<file path="config.mk">
export PLATFORM = sky130hd
export DESIGN_NAME = bcd_ctrl
export DESIGN_NICKNAME = d
export VERILOG_FILES = /design/src/rtl/bcd_ctrl.sv
export SDC_FILE = /design/constraint.sdc
export NUM_CORES = 1
export LEC_CHECK = 0
export BUFFER_PORTS_ARGS = -buffer_cell sky130_fd_sc_hd__buf_2
export CORE_MARGIN = 4
export CORE_UTILIZATION = 40
export DETAILED_ROUTE_END_ITERATION = 12
export GPL_TIMING_DRIVEN = 0
export PLACE_DENSITY = 0.71
export SYNTH_ARGS = -nofsm -noshare
export SYNTH_HDL_FRONTEND = slang
export SYNTH_SLANG_ARGS = --single-unit
</file>
<file path="constraint.sdc">
create_clock -name clk -period 1.4 [get_ports clk]
set_input_delay 0 -clock clk [delete_from_list [all_inputs] [get_ports clk]]
set_output_delay 0 -clock clk [all_outputs]
set_load 0.005 [all_outputs]
</file>
<file path="src/rtl/bcd_ctrl.sv">
// Double-dabble sequencer: drives LOAD / per-digit ADD3 / SHIFT pulses to a binary-to-BCD datapath.
// Optional `BCD_CTRL_SKIP3_EN skips the digit check on the first three iterations after LOAD.
module bcd_ctrl #(
  parameter int N_BITS = 16,
  parameter int N_DIG  = 4
) (
  input  logic                          clk,
  input  logic                          rst,
  input  logic                          init,
  input  logic [N_DIG-1:0]              in_GE5,
  output logic                          out_LOAD,
  output logic [N_DIG-1:0]              out_ADD3,
  output logic                          out_SHIFT,
  output logic [$clog2(N_BITS+1)-1:0]   out_CNT,
  output logic                          out_BUSY,
  output logic                          out_DONE
);

  localparam int CW = $clog2(N_BITS + 1);

  typedef enum logic [2:0] {
    S_IDLE,
    S_LOAD,
    S_CHECK,
    S_ADD,
    S_SHIFT,
    S_DONE
  } state_t;

  state_t           state, state_nxt;
  logic [CW-1:0]    cnt;
  logic [N_DIG-1:0] mask;

  always_ff @(posedge clk or posedge rst) begin
    if (rst) state <= S_IDLE;
    else     state <= state_nxt;
  end

  always_comb begin
    state_nxt = state;
    case (state)
      S_IDLE:  if (init) state_nxt = S_LOAD;
`ifdef BCD_CTRL_SKIP3_EN
      S_LOAD:  state_nxt = S_SHIFT;
`else
      S_LOAD:  state_nxt = S_CHECK;
`endif
      S_CHECK: state_nxt = (|in_GE5) ? S_ADD : S_SHIFT;
      S_ADD:   state_nxt = S_SHIFT;
      S_SHIFT: begin
        if (cnt <= CW'(1))
          state_nxt = S_DONE;
`ifdef BCD_CTRL_SKIP3_EN
        // counts N_BITS and N_BITS-1 are the first two shifts; no digit can be >= 5 yet
        else if (cnt > CW'(N_BITS - 2))
          state_nxt = S_SHIFT;
`endif
        else
          state_nxt = S_CHECK;
      end
      S_DONE:  if (!init) state_nxt = S_IDLE;
      default: state_nxt = S_IDLE;
    endcase
  end

  always_ff @(posedge clk or posedge rst) begin
    if (rst) begin
      cnt  <= '0;
      mask <= '0;
    end else begin
      case (state)
        S_LOAD:  cnt  <= CW'(N_BITS);
        S_CHECK: mask <= in_GE5;
        S_SHIFT: if (cnt != '0) cnt <= cnt - CW'(1);
        default: ;
      endcase
    end
  end

  always_comb begin
    out_LOAD  = 1'b0;
    out_ADD3  = '0;
    out_SHIFT = 1'b0;
    out_DONE  = 1'b0;
    out_BUSY  = 1'b1;
    out_CNT   = cnt;
    case (state)
      S_IDLE:  out_BUSY  = 1'b0;
      S_LOAD:  out_LOAD  = 1'b1;
      S_ADD:   out_ADD3  = mask;
      S_SHIFT: out_SHIFT = 1'b1;
      S_DONE: begin
        out_BUSY = 1'b0;
        out_DONE = 1'b1;
      end
      default: ;
    endcase
  end

endmodule

</file>
Word level (Yosys, flattened, before mapping)
Index checks and enable logic that the tools add are counted.

Bits in registers: 12. Input port bits: 7. Output and inout bits: 13. Word-level logic and storage cells: 32.

Add/sub/neg operators: 1. Magnitude comparators: 1. Equality and inequality tests: 8. Muxes and demuxes: 12. Reduce and logical (&&, ||, !) cells: 7.

Operator list (number): case mux 3 bit (6 select lines) (1); two-way mux 3 bit (4); case mux 5 bit (2 select lines) (1); equality test 3 x 2 -> 1 bit, second input constant (2); equality test 3 bit, second input constant (2); != test 2 bit, second input constant (3); <= comparator 5 x 1 -> 1 bit, second input constant (1); two-way mux 5 bit (1); nonzero test 5 bit (1); subtractor 5 x 1 -> 5 bit, second input constant (1); two-way mux 1 bit (4); two-way mux 4 bit (1); AND reduction 2 bit (2); OR reduction 4 bit (1); equality test 3 x 1 -> 1 bit, second input constant (1); logical NOT 3 bit (1); nonzero test 2 bit (1); OR reduction 2 bit (1).

Logic depth before layout (Yosys ltp)
Gate-level depths: netlist of run 1.

Word-level depth: 3. Gate-level depth with buffers: 6. Gate-level depth less buffers: 5.

Worst setup path before layout of run 1
Ideal clock, no wire load.

Path kind: reg-to-reg. Start point: register state[0]. End point: register mask[0]. Library setup time: 125 ps. Arrival time: 1391 ps. Data required time: 1275 ps. Setup slack: -115 ps. Stages on the path, launching flop included: 4. Path buffers: 1. Clock period less this slack: 1515 ps. Cells stage by stage: dfrtp_1 clkbuf_1 nor3b_1 mux2_2.

Cells in the longest elaborated chain, start to end: 1.

Ends and longest elaborated chain: start: declaration (line 30) `state_t state, state_nxt;`; start signal: assignment (line 36) `else state <= state_nxt;`; equality test 3 x 2 -> 1 bit (line 71) `case (state)`; end signal: assignment (line 73) `S_CHECK: mask <= in_GE5;`; end: declaration (line 32) `logic [N_DIG-1:0] mask;`.

Every way passes these cells. A chain may end at the register's enable or synchronous reset.

Worst setup path in the final report of run 1
Start point: register state[0]. End point: register cnt[2] (netlist: out_CNT[2]).

Cells in the longest elaborated chain, start to end: 3. Elaborated cells on any way between the ends: 6. Those cells by class: eq/ne (3); mux (1); reduce/logical (2).

Ends and longest elaborated chain: equality test 3 bit or equality test 3 x 1 -> 1 bit (tied branches) (line 71); != test 2 bit (no line) or nonzero test 2 bit (tied branches); AND reduction 2 bit (no line); end signal: assignment (line 72) `S_LOAD: cnt <= CW'(N_BITS);`; end signal: assignment (line 74) `S_SHIFT: if (cnt != '0) cnt <= cnt - CW'(1);`; end: declaration (line 31) `logic [CW-1:0] cnt;`.

Parallel ways exist; a longest one is shown, timed or not.

==> results of run 1 <==
[flip-flops by register name, indices dropped and copies added, names as in the netlist]
signal   flops
out_CNT      5
state        3
mask         4
[cell usage after synthesis, drive strengths merged (2+ instances only)]
| cell | number | share of area, % |
|---|---|---|
| a21oi | 2 | 1.9 |
| and3 | 4 | 3.5 |
| and3b | 2 | 2.4 |
| buf | 2 | 1.7 |
| clkbuf | 2 | 1.0 |
| dfrtp | 12 | 42 |
| ha | 3 | 5.2 |
| inv | 6 | 3.1 |
| mux2 | 4 | 6.2 |
| mux2i | 3 | 4.2 |
| nand2 | 4 | 2.1 |
| nand2b | 3 | 2.6 |
| nand3 | 3 | 2.1 |
| nor2 | 3 | 1.6 |
| o211ai | 2 | 2.1 |
| o21ai | 2 | 1.4 |
| or3b | 2 | 2.4 |
[kinds of logic (layout without fill, tap and decap cells)]
group / count (synthesis) / in the layout
compound gates: 11 / 11
buf+inv: 10 / 37
fa+ha+maj: 3 / 3
simple gates: 29 / 29
xor+xnor: 1 / 1
flops: 12 / 12
mux: 7 / 7
[through the flow]
stage          hold slack (ns)  area [um^2]
4_1_cts                 0.0208          985
5_1_grt                 0.0253          993
3_3_place_gp            0.0178          862
2_1_floorplan           -0.135          736
6_report                0.0262          993
3_5_place_dp            0.0273          862
[repair_timing]
item	CTS	global route
hold buffers	5	0
cloned	0	0
setup endpoints to repair	11	20
endpoints found under the hold margin	16	0
setup buffers	3	0
resized for setup	10	11
pin swaps	2	3
[critical path: cells and delay by family (launching register included)]
family / cells / cell delay (ns)
DFF: 1 / 0.39
and+or+nand+nor: 1 / 0.45
AOI/OAI and AO/OA: 2 / 0.57
[cell type report]
type,instances,share of cell area [%]
Inverter,6,2.27
Timing Repair Buffer,27,17.6
Clock buffer,3,2.27
Buffer,1,0.756
Multi-Input combinational cell,51,43.6
Tap cell,25,3.15
Sequential cell,12,30.4
[final timing paths]
check,cells past startpoint,slack (ns),end
min reg2reg,1,0.51,mask[2]
max in group asynchronous,3,0.80,state[1]
max reg2reg,3,-0.08,out_CNT[2]
max,3,-0.08,out_CNT[2]
min,3,0.03,state[0]
min in group asynchronous,3,0.27,mask[3]
[power groups by stage]
stage | combinational, mW | clock, mW | sequential (mW)
2_1_floorplan | 0.703 | 0 | 0.614
3_3_place_gp | 0.929 | 0 | 0.632
3_5_place_dp | 0.938 | 0 | 0.645
4_1_cts | 1.14 | 0.217 | 0.626
5_1_grt | 1.35 | 0.235 | 0.680
6_report | 1.22 | 0.209 | 0.654
[routing by layer]
| layer | vias to the layer above | track usage (%) | share of wire [%] |
|---|---|---|---|
| li1 | 313 | - | - |
| met1 | 306 | 15.3 | 45 |
| met2 | 9 | 21.7 | 50 |
| met3 | 6 | 2.97 | 2.1 |
| met4 | 0 | 10.8 | 3.5 |
| met5 | - | 0 | 0 |
==> qor.txt, run 1 <==
# rows: 15
Layout cells sized above 1: 42.0%
CP peak stage delay: 0.45 ns
Most used DFF post-synth: dfrtp_1
Ys Warns: 0
Synth async-reset ratio: 100%
Detailed Route WL: 1540 um
Multi-input logic area: 433 um^2
Buffers on Ports: 19
Sequential area share after synthesis: 41.7%
Psw: 0.811 mW
Sw Ratio: 39.0%
Fill cells: 150
Root buffer cell: clkbuf_4
Worst Hold Class: primary input to flip-flop
Post-Synth XOR/XNOR Area: 1.22%
Clock Latency Late Sink: 0.27 ns
Worst EP required: 1.60 ns
Least-Margin Pin Slew: 0.438 ns
Max-cap violations: 0
Peak supply drop: 0.00106 V
Final net count: 112
Synth unique cells: 34
Failing checks: negative setup slack
Clock sink total: 12
Simple-gate share of the synthesized area: 24.5%
Sequential share of power: 31.5%
RSZ-0062 raised after global routing: true
Grt total ovfl: 0
Die W: 50.4 um
Total leakage power: 0.493 nW
TritonCTS buffer count: 3
Total power: 2.08 mW
Pre-Repair DR Iteration Count: 4
Syn-to-layout area delta: 37.8%
Mapped cell area: 721 um^2
Worst-path cell chain: or3b_4 -> a2111o_1 -> a21oi_2
Endpoints failing setup: 1
Worst Setup Path Type: flip-flop to flip-flop
Mux contribution to synthesized area: 10.4%
Antenna cell count: 0
CTS max path bufs: 2
GRT Util Overall: 13.5%
Routed len/inst: 12.3 um
Number of synthesized flops with an enable pin: 0
Headroom to the max-slew limit: 70.8%
Non-Filler Instances: 125
Commonest non-fill, non-tap cell in the layout: buf_2
Avg Inst Size Synth: 9.87 um^2
Most frequent cells in the layout: 19 x buf_2, 11 x dfrtp_1, 5 x dlygate4sd3_1
Full die area: 2540 um^2
Worst setup SP type: flip-flop
Crit path max fanout: 6
WP data arrival: 1.68 ns
Pwr/cell area: 2090 nW/um^2
CP max-delay cell: or3b_4
Final hold viol count: 0
Iteration-0 DRC Markers: 4
FF+latch area: 302 um^2
Vias: 634
Finished Core Util: 58.2%
Adder-Cell Fraction of Synth Area: 5.21%
Worst Setup SP: state[0]
CTS clk-pin slew, worst paths: 0.07 ns
Largest family of logic cells by synthesized area: simple AND/OR/NAND/NOR gates
H-tree Lvls: 1
Post-synthesis compound-gate area fraction: 11.1%
Seq cells post-synth: 12
FF-to-FF Start: state[0]
Int Power: 1.27 mW
Slew Limit Fails: 0
Crit. End Element: flip-flop
Setup Skew: 0.000897 ns
Comb power frac: 58.5%
Setup Slack @ Placement: -0.148 ns
Hpwl dp: 1050 um
Gpl congestion: 0.751
Vias in the first global route: 601
Antenna violations before repair: 0
Largest net degree at the start of global routing: 13
Final setup TNS: -0.0815 ns
Tmin final: 1.48 ns
Die Y: 50.4 um
DRC viols: 0
Via/cell ratio: 5.07
Initial core utilization: 42.2%
Final Cycle Share: 106%
Post-Syn Nets: 83
CTS tree: done
Clock Power Share: 10.0%
Core ar.: 1710 um^2
# placed instances: 117
Io pins: 20
Max Clk Rate: 0.675 GHz
Mapped Cells: 73
Slack of the critical path: -0.0815 ns
Status: finished with violations
HP Start: init
Post-DRT Antenna Nets: 0
First-pass GRT wire length: 2550 um
Note: power is estimated with default switching activity, not from simulation.
==> inputs of run 2 (changes only) <==
Settings changed: PLACE_DENSITY 0.71 to 0.69.
Clock period 1.4 ns to 1.8 ns, I/O delays scaled along.
==> run 2 against run 1 <==
  * The flow now finishes without violations
  * Critical path type is now flip-flop to output pin
  * Highest routed layer unchanged
  * Wire length fell by 2.9%
  * Die area did not move
  * Critical endpoint is now out_LOAD
  * Global-route usage fell by 0.15 points
  * Hold slack got worse by 0.0036 ns
  * Cell area fell by 6.9%
  * Via count fell by 3.6%
==> qor.txt, run 2 (synthesized netlist as in run 1, its figures left out) <==
Final Cycle Share: 93.1%
CTS tree: done (unchanged)
CP max-delay cell: or3b_2 (was or3b_4)
Reg2Reg Depth: 5 (was 3)
WHS Endpoint: state[0] (unchanged)
Reg2reg end: out_CNT[4] (was out_CNT[2])
Headroom to the max-slew limit: 67.3% (was 70.8%)
Worst-path cell chain: buf_4 -> or3b_2 -> clkbuf_1 -> inv_1 -> buf_2 (was or3b_4 -> a2111o_1 -> a21oi_2)
Vias: 611 (was 634)
Via/cell ratio: 4.89 (was 5.07)
Slew Limit Fails: 0 (unchanged)
CP Buf/Inv Count: 4 (was 0)
Antenna violations before repair: 0 (unchanged)
Worst Hold Class: primary input to flip-flop (unchanged)
Gpl congestion: 0.798 (was 0.751)
Clock Latency Late Sink: 0.27 ns (about the same)
Placed cell area: 847 um^2 (was 862 um^2)
Final net count: 112 (unchanged)
Post-CTS Setup Bufs: 0 (was 3)
Routed len/inst: 11.9 um (was 12.3 um)
Final setup TNS: 0 ns (was -0.0815 ns)
Worst EP required: 1.80 ns (was 1.60 ns)
DRC viols: 0 (unchanged)
Setup Skew: 0.00651 ns (was 0.000897 ns)
Die Y: 50.4 um (unchanged)
Max-cap violations: 0 (unchanged)
Crit path max fanout: 9 (was 6)
FF-to-FF Start: state[1] (was state[0])
CTS max path bufs: 2 (unchanged)
Max reg flops: 5 (unchanged)
First-pass GRT wire length: 2600 um (was 2550 um)
Hpwl dp: 1100 um (was 1050 um)
Least-Margin Pin Slew: 0.487 ns (was 0.438 ns)
Tmin final: 1.68 ns
Clock sink total: 12 (unchanged)
Buffers on Ports: 19 (unchanged)
Worst Hold Path Cells: 3 (unchanged)
Worst setup SP type: flip-flop (unchanged)
Layout cells sized above 1: 31.0% (was 42.0%)
Post-route cell area: 925 um^2 (was 993 um^2)
Largest net degree at the start of global routing: 13 (unchanged)
Status: finished clean (was finished with violations)
HP Start: init (unchanged)
# rows: 15 (unchanged)
Iteration-0 DRC Markers: 3 (was 4)
Max Clk Rate: 0.597 GHz
WP data arrival: 1.68 ns (about the same)
Initial core utilization: 42.2% (unchanged)
Antenna cell count: 0 (unchanged)
Pre-Repair DR Iteration Count: 4 (unchanged)
Peak supply drop: 0.000719 V (was 0.00106 V)
Io pins: 20 (unchanged)
Pwr/cell area: 1490 nW/um^2 (was 2090 nW/um^2)
Vias in the first global route: 623 (was 601)
# placed instances: 117 (unchanged)
Grt total ovfl: 0 (unchanged)
Most frequent cells in the layout: 20 x buf_2, 12 x dfrtp_1, 6 x inv_1 (was 19 x buf_2, 11 x dfrtp_1, 5 x dlygate4sd3_1)
Total leakage power: 0.469 nW (was 0.493 nW)
Worst Setup Path Type: flip-flop to output pin (was flip-flop to flip-flop)
GRT Util Overall: 13.4% (was 13.5%)
RSZ-0062 raised after global routing: false (was true)
CP peak stage delay: 0.43 ns (was 0.45 ns)
CP delay by family, top: buffers and inverters (was compound AO/OA/AOI/OAI gates)
Detailed Route WL: 1490 um (was 1540 um)
Crit. End Element: output pin (was flip-flop)
TritonCTS buffer count: 3 (unchanged)
R2R setup slack: 0.22 ns (was -0.08 ns)
Final hold viol count: 0 (unchanged)
Core ar.: 1710 um^2 (unchanged)
H-tree Lvls: 1 (unchanged)
Root buffer cell: clkbuf_4 (unchanged)
CTS clk-pin slew, worst paths: 0.07 ns (about the same)
Commonest non-fill, non-tap cell in the layout: buf_2 (unchanged)
Endpoints failing setup: 0 (was 1)
Non-Filler Instances: 125 (unchanged)
Full die area: 2540 um^2 (unchanged)
Die W: 50.4 um (unchanged)
Post-DRT Antenna Nets: 0 (unchanged)
Syn-to-layout area delta: 28.3% (was 37.8%)
Total power: 1.38 mW (was 2.08 mW)
-- run 2: changes by cell type in the layout (fill, tap and decap cells not counted), moves of 2 or more --
cell and delta:
mux2_2 +3, buf_6 -2, mux2_4 -3, inv_2 -2
inv_1 +2, or3b_4 -2, clkbuf_1 +2
-- run 2: repair_timing --
action                                  in CTS  in global routing
hold buffers                                 5                  0
hold endpoints to repair                    16                  0
endpoints found under the setup margin       0                  4
resized for setup                            0                  1
-- run 2: layer usage --
layer  part of all wire, %  vias up  GRT usage [%]
met4                   2.4        0           6.73
met1                    43      282           15.4
met3                   3.3        4           4.75
met5                     0        -              0
li1                      -      315              -
met2                    52       10           21.7
-- run 2: layout make-up --
type	count	area [um^2]
fill	163	783
timing repair buffer	24	145
tap	25	31.3
sequential	12	300
multi-input combinational	51	383
clock buffer	3	22.5
buffer	4	20.0
inverter	6	22.5
-- run 2: how the worst max path moves through the flow --
stage | startpoint | end | slack (ns) | cells after the start
floorplan | state[0] | mask[0] | 0.28 | 3
finish | state[2] | out_LOAD | 0.12 | 5
CTS | state[0] | mask[3] | 0.07 | 3
global route | state[2] | out_LOAD | 0.06 | 5
detailed placement | state[0] | mask[3] | 0.08 | 3
global placement | state[0] | mask[0] | 0.14 | 3
-- run 2: worst register-to-register path: stages (launching register included) --
cell	delay, ns
dfrtp_1	0.45
or3b_1	0.36
buf_2	0.16
inv_1	0.10
nand3_1	0.09
a211o_1	0.30
-- run 2: through the flow --
| stage | utilization [%] | hold slack (ns) | setup WS (ns) |
|---|---|---|---|
| after floorplan | - | -0.135 | 0.285 |
| after global placement | 49.6 | 0.0292 | 0.144 |
| after detailed placement | 49.6 | 0.0268 | 0.0816 |
| after CTS | 53.8 | 0.0203 | 0.0697 |
| after global routing | 54.1 | 0.0437 | 0.0576 |
| final | 54.1 | 0.0226 | 0.124 |
-- run 2: where the power goes --
part           switching [mW]  leakage, nW  internal [mW]
Sequential             0.0993        0.148          0.392
Combinational           0.359        0.307          0.369
Clock                  0.0790       0.0138         0.0773
